==> src/rtl/f1_pkg.sv <==
// Shared types and default parameters for the F1 reaction-timer blocks.
package f1_pkg;

  typedef enum logic [1:0] {IDLE, FILL, HOLD, OUT} f1_state_t;

  localparam int DEF_N_LIGHTS = 8;
  localparam int DEF_DELAY_W  = 8;
  localparam int DEF_LFSR_W   = 8;

endpackage

==> src/rtl/f1_delay_cnt.sv <==
// Loadable down-counter that times the hold between full lights and lights-out.
module f1_delay_cnt #(
  parameter int DELAY_W = 8
) (
  input  logic               clk,
  input  logic               rst,
  input  logic               load,
  input  logic               dec,
  input  logic [DELAY_W-1:0] load_val,
  output logic               zero
);

  logic [DELAY_W-1:0] cnt;

  // Load wins over decrement; the sequencer never requests a decrement at zero.
  always_ff @(posedge clk) begin
    if (!rst) begin
      cnt <= '0;
    end else if (load) begin
      cnt <= load_val;
    end else if (dec) begin
      cnt <= cnt - 1'b1;
    end
  end

  assign zero = (cnt == '0);

endmodule

==> src/rtl/f1_light_seq.sv <==
// Start-light sequencer: fills the light bar one lamp per tick, holds for a
// latched delay, then blanks the lights and pulses go for one clock.
module f1_light_seq
  import f1_pkg::*;
#(
  parameter int N_LIGHTS = DEF_N_LIGHTS,
  parameter int DELAY_W  = DEF_DELAY_W
) (
  input  logic                clk,
  input  logic                rst,
  input  logic                en,
  input  logic                trigger,
  input  logic [DELAY_W-1:0]  delay,
  output logic [N_LIGHTS-1:0] data_out,
  output logic                busy,
  output logic                go
);

  localparam logic [1:0] ST_IDLE = IDLE;
  localparam logic [1:0] ST_FILL = FILL;
  localparam logic [1:0] ST_HOLD = HOLD;
  localparam logic [1:0] ST_OUT  = OUT;

  logic [1:0]         state;
  logic [DELAY_W-1:0] dly_q;
  logic               last_fill;
  logic               cnt_load;
  logic               cnt_dec;
  logic               cnt_zero;

  // The tick that lights the final lamp is the one whose lower lamps are all lit.
  assign last_fill = &data_out[N_LIGHTS-2:0];
  assign cnt_load  = (state == ST_FILL) && en && last_fill;
  assign cnt_dec   = (state == ST_HOLD) && en && !cnt_zero;

  f1_delay_cnt #(
    .DELAY_W(DELAY_W)
  ) u_delay_cnt (
    .clk     (clk),
    .rst     (rst),
    .load    (cnt_load),
    .dec     (cnt_dec),
    .load_val(dly_q),
    .zero    (cnt_zero)
  );

  always_ff @(posedge clk) begin
    if (!rst) begin
      state    <= ST_IDLE;
      data_out <= '0;
      dly_q    <= '0;
    end else begin
      case (state)
        ST_IDLE: begin
          data_out <= '0;
          if (trigger) begin
            state <= ST_FILL;
            dly_q <= delay;
          end
        end
        ST_FILL: begin
          if (en) begin
            data_out <= {data_out[N_LIGHTS-2:0], 1'b1};
            if (last_fill) state <= ST_HOLD;
          end
        end
        ST_HOLD: begin
          if (en && cnt_zero) begin
            state    <= ST_OUT;
            data_out <= '0;
          end
        end
        ST_OUT: begin
          state    <= ST_IDLE;
          data_out <= '0;
        end
        default: begin
          state    <= ST_IDLE;
          data_out <= '0;
        end
      endcase
    end
  end

  assign busy = (state != ST_IDLE);
  assign go   = (state == ST_OUT);

endmodule

==> config.mk <==
export PLATFORM = sky130hd
export DESIGN_NAME = f1_light_seq
export DESIGN_NICKNAME = d
export VERILOG_FILES = /design/src/rtl/f1_pkg.sv /design/src/rtl/f1_delay_cnt.sv /design/src/rtl/f1_light_seq.sv
export SDC_FILE = /design/constraint.sdc
export NUM_CORES = 1
export LEC_CHECK = 0
export ABC_AREA = 0
export ABC_CLOCK_PERIOD_IN_PS = 2700
export BUFFER_PORTS_ARGS = -buffer_cell sky130_fd_sc_hd__buf_4
export CORE_MARGIN = 2
export CORE_UTILIZATION = 41
export CTS_CLUSTER_DIAMETER = 50
export DETAILED_ROUTE_END_ITERATION = 10
export HOLD_SLACK_MARGIN = 0.03
export PLACE_DENSITY = 0.6
export SYNTH_ARGS = -nofsm -noshare
export SYNTH_HDL_FRONTEND = slang
export SYNTH_SLANG_ARGS = --single-unit
export TNS_END_PERCENT = 20
==> constraint.sdc <==
create_clock -name clk -period 2.7 [get_ports clk]
set_clock_uncertainty 0.15 [all_clocks]
set_input_delay 0.54 -clock clk [delete_from_list [all_inputs] [get_ports clk]]
set_output_delay 0.54 -clock clk [all_outputs]
set_load 0.005 [all_outputs]
==> results.tsv <==
stage	metric	value	unit
layout	area_growth	16.84	%
synthesis	ys_ff_latch	26	
synthesis	synth_compound_gate_area_share	0.2233	
timing	setup-violations-final	0	
floorplan	core_area	3053	um^2
clock_tree	cell_at_the_root_of_the_clock_tree	sky130_fd_sc_hd__clkbuf_4	
global_route	grt_pass1_vias	1102	
place	dp_hpwl	2062	um
global_route	initial_antenna_violation_count	0	
synthesis	part_of_the_yosys_area_used_for_sequential_elements	0.3936	
timing	rsz0062_at_grt	false	
timing	fmax	0.4535	GHz
power_and_ir_drop	power_leakage	0.0005805	uW
floorplan	die_y	60.80	um
synthesis	synth_xor_area_frac	0.006623	
layout	mostFrequentLayoutCells	26 x sky130_fd_sc_hd__nand2_1, 26 x sky130_fd_sc_hd__dfxtp_1, 21 x sky130_fd_sc_hd__buf_4	
setup_path	worstSetupPathType	reg -> out	
floorplan	row_count	20	
timing	period_needed	2.205	ns
clock_tree	latest_clock_arrival_within_the_worst_skew_pair	0.32	ns
timing	worstMarginPinSlew	0.7693	ns
layout	drive_gt1_frac	0.1824	
setup_path	crit_fanout	11	
clock_tree	ctsResizeCount	0	
route	via_per_inst	5.336	
status	outcome	complete, no violations	
power_and_ir_drop	total_power	1040	uW
synthesis	syn_inst	154	
synthesis	post_synth_and_or_nand_nor_area_fraction	0.2195	
setup_path	critPathLaunchType	flop	
synthesis	total_standard_cell_area_after_synthesis	1323	um^2
synthesis	synth.area.mux_share	0.03879	
clock_tree	tritoncts	yes	
global_route	first_pass_grt_wire_length	4919	um
power_and_ir_drop	ir_worst_vdd	0.3229	mV
synthesis	netlist.area_leader.share	0.3936	
synthesis	synth_top_area_cell	sky130_fd_sc_hd__dfxtp_1	
setup_path	timing.critical_path.required	2.01	ns
place	placement.io_buffers	21	
clock_tree	cts_inserted_buffers	3	
route	dr_total_vias	1142	
setup_path	crit_path_end_kind	output pin	
hold_path	holdCritPathClass	in -> reg	
synthesis	yosysUniqueCellTypes	35	
power_and_ir_drop	power_per_cell_area	672.9	nW/um^2
timing	finalCritPeriodShare	0.8168	
route	drt.antenna.violating_nets	0	
floorplan	floorplan.die_area	3696	um^2
clock_tree	clkSlewWorstSetupHoldPaths	0.15	ns
floorplan	initial_core_util	0.4332	
floorplan	die_width	60.80	um
clock_tree	post_cts_hold_buffer_count	0	
route	first_pass_iters	4	
flow_run	max_cap_violations	0	
timing	hold_viol	0	
timing	setup_total_negative_slack	0	ns
layout	nNetsFinal	190	
timing	setup_slack_after_layout	0.4947	ns
layout	diodes	0	
setup_path	crit_arrival	1.52	ns
clock_tree	h-tree-depth	1	
synthesis	syn_avg_cell_area	8.588	um^2
route	drc	0	
clock_tree	cts_setup_buffers	0	
floorplan	ios	22	
route	drc_marker_count_from_the_first_detailed_route_iteration	42	
clock_tree	ctsLongestPathBuffers	2	
synthesis	synthAdderAreaFrac	0.06623	
global_route	overflow	0	
place	gp_routability_congestion	0.8523	
timing	timing.final.max_slew_violations	0	
timing	slew_headroom	0.4872	
synthesis	netlist_top_cells_area	sky130_fd_sc_hd__dfxtp_1 39%, sky130_fd_sc_hd__a21boi_0 9.1%, sky130_fd_sc_hd__nand2_1 7.4%, sky130_fd_sc_hd__ha_1 6.6%, sky130_fd_sc_hd__nand3_1 6.4%	
clock_tree	cts_sinks	26	
synthesis	synthesis.nets	173	
global_route	track_usage	0.1782	
route	wl_per_instance	13.28	um
layout	fillers	335	
global_route	grt_max_degree	30	
synthesis	yosysWarnings	0	
route	drt_wl_total	2842	um
synthesis	combinational_family_with_the_most_area_after_synthesis	compound AO/OA/AOI/OAI gates	
place	dp_worst_setup_slack	0.6094	ns
==> through the flow <==
step	instance area [um^2]	hold slack [ns]	utilization	instances
final	1545	0.3151	0.5061	214
after global routing	1545	0.3131	0.5061	214
after CTS	1545	0.3134	0.5061	214
after detailed placement	1493	0.3082	0.4889	210
after global placement	1493	0.2988	0.4889	210
after floorplan	1323	0.2903	-	154
==> Yosys cell counts <==
cell and instances:
sky130_fd_sc_hd__nand4_1 1, sky130_fd_sc_hd__nand3_1 17, sky130_fd_sc_hd__or3_2 1, sky130_fd_sc_hd__mux2_2 1
sky130_fd_sc_hd__o31ai_1 1, sky130_fd_sc_hd__inv_1 7, sky130_fd_sc_hd__a211oi_1 1, sky130_fd_sc_hd__nor3b_1 1
sky130_fd_sc_hd__a21boi_0 16, sky130_fd_sc_hd__ha_1 7, sky130_fd_sc_hd__a2111oi_0 1, sky130_fd_sc_hd__nor4b_4 1
sky130_fd_sc_hd__mux2i_1 4, sky130_fd_sc_hd__xnor2_1 1, sky130_fd_sc_hd__or4_1 1, sky130_fd_sc_hd__nor2_1 1
sky130_fd_sc_hd__o21ai_0 10, sky130_fd_sc_hd__clkbuf_1 6, sky130_fd_sc_hd__a32oi_1 1, sky130_fd_sc_hd__nand2_1 26
sky130_fd_sc_hd__a21oi_1 7, sky130_fd_sc_hd__nor4_1 1, sky130_fd_sc_hd__buf_2 1, sky130_fd_sc_hd__nand4bb_1 1
sky130_fd_sc_hd__o211a_4 1, sky130_fd_sc_hd__or3_4 1, sky130_fd_sc_hd__a31oi_1 2, sky130_fd_sc_hd__buf_4 2
sky130_fd_sc_hd__a32o_1 1, sky130_fd_sc_hd__o221a_2 1, sky130_fd_sc_hd__dfxtp_1 26, sky130_fd_sc_hd__nand2b_1 1
sky130_fd_sc_hd__nor3_1 2, sky130_fd_sc_hd__o22ai_1 1, sky130_fd_sc_hd__or3_1 1
==> sequential cells by signal, summed over array words and instances, names as in the netlist <==
signal	cells
state	2
dly_q	8
data_out	8
u_delay_cnt.cnt	8
==> power breakdown <==
group          leakage, uW  total (uW)  switching, uW  internal, uW
Sequential        0.000211         453           30.5           423
Clock            0.0000279         269            119           150
Combinational     0.000341         317            189           128
Total             0.000581        1040            339           701
==> critical path, cell delays in order (launching register included) <==
cell	delay [ns]
sky130_fd_sc_hd__dfxtp_1	0.38
sky130_fd_sc_hd__inv_1	0.10
sky130_fd_sc_hd__ha_1	0.41
sky130_fd_sc_hd__inv_1	0.14
sky130_fd_sc_hd__buf_4	0.16
==> cells by family after synthesis <==
family / Yosys count
buf+inv: 16
mux: 5
compound gates: 43
fa+ha+maj: 7
flops: 26
simple gates: 56
xor+xnor: 1
==> path summary, 6_finish.rpt <==
| kind | cells after the start | from | slack [ns] | end |
|---|---|---|---|---|
| worst max register to register | 6 | u_delay_cnt.cnt[0] | 0.57 | state[0] |
| worst min register to register | 2 | data_out[7] | 0.32 | data_out[7] |
| worst min-delay path | 3 | delay[4] | 0.32 | dly_q[4] |
| worst max-delay path | 4 | state[0] | 0.49 | busy |
==> layout make-up <==
class,instances,area [um^2],share of cell area
flip-flops and latches,26,520.5,0.3368
clock buffers,3,22.52,0.01457
inverters,7,26.28,0.01700
clock inverters,1,30.03,0.01943
repair buffers,21,157.7,0.1020
multi-input cells,112,733.2,0.4745
well taps,44,55.05,0.03563
==> routing by layer <==
metal	vias up	global-route usage	wire (um)
met3	4	0.02559	135
met1	523	0.2520	1399
met5	-	0	0
met2	33	0.2765	1278
li1	582	-	-
met4	0	0.06522	29
Power figures use the tool's default switching activity.
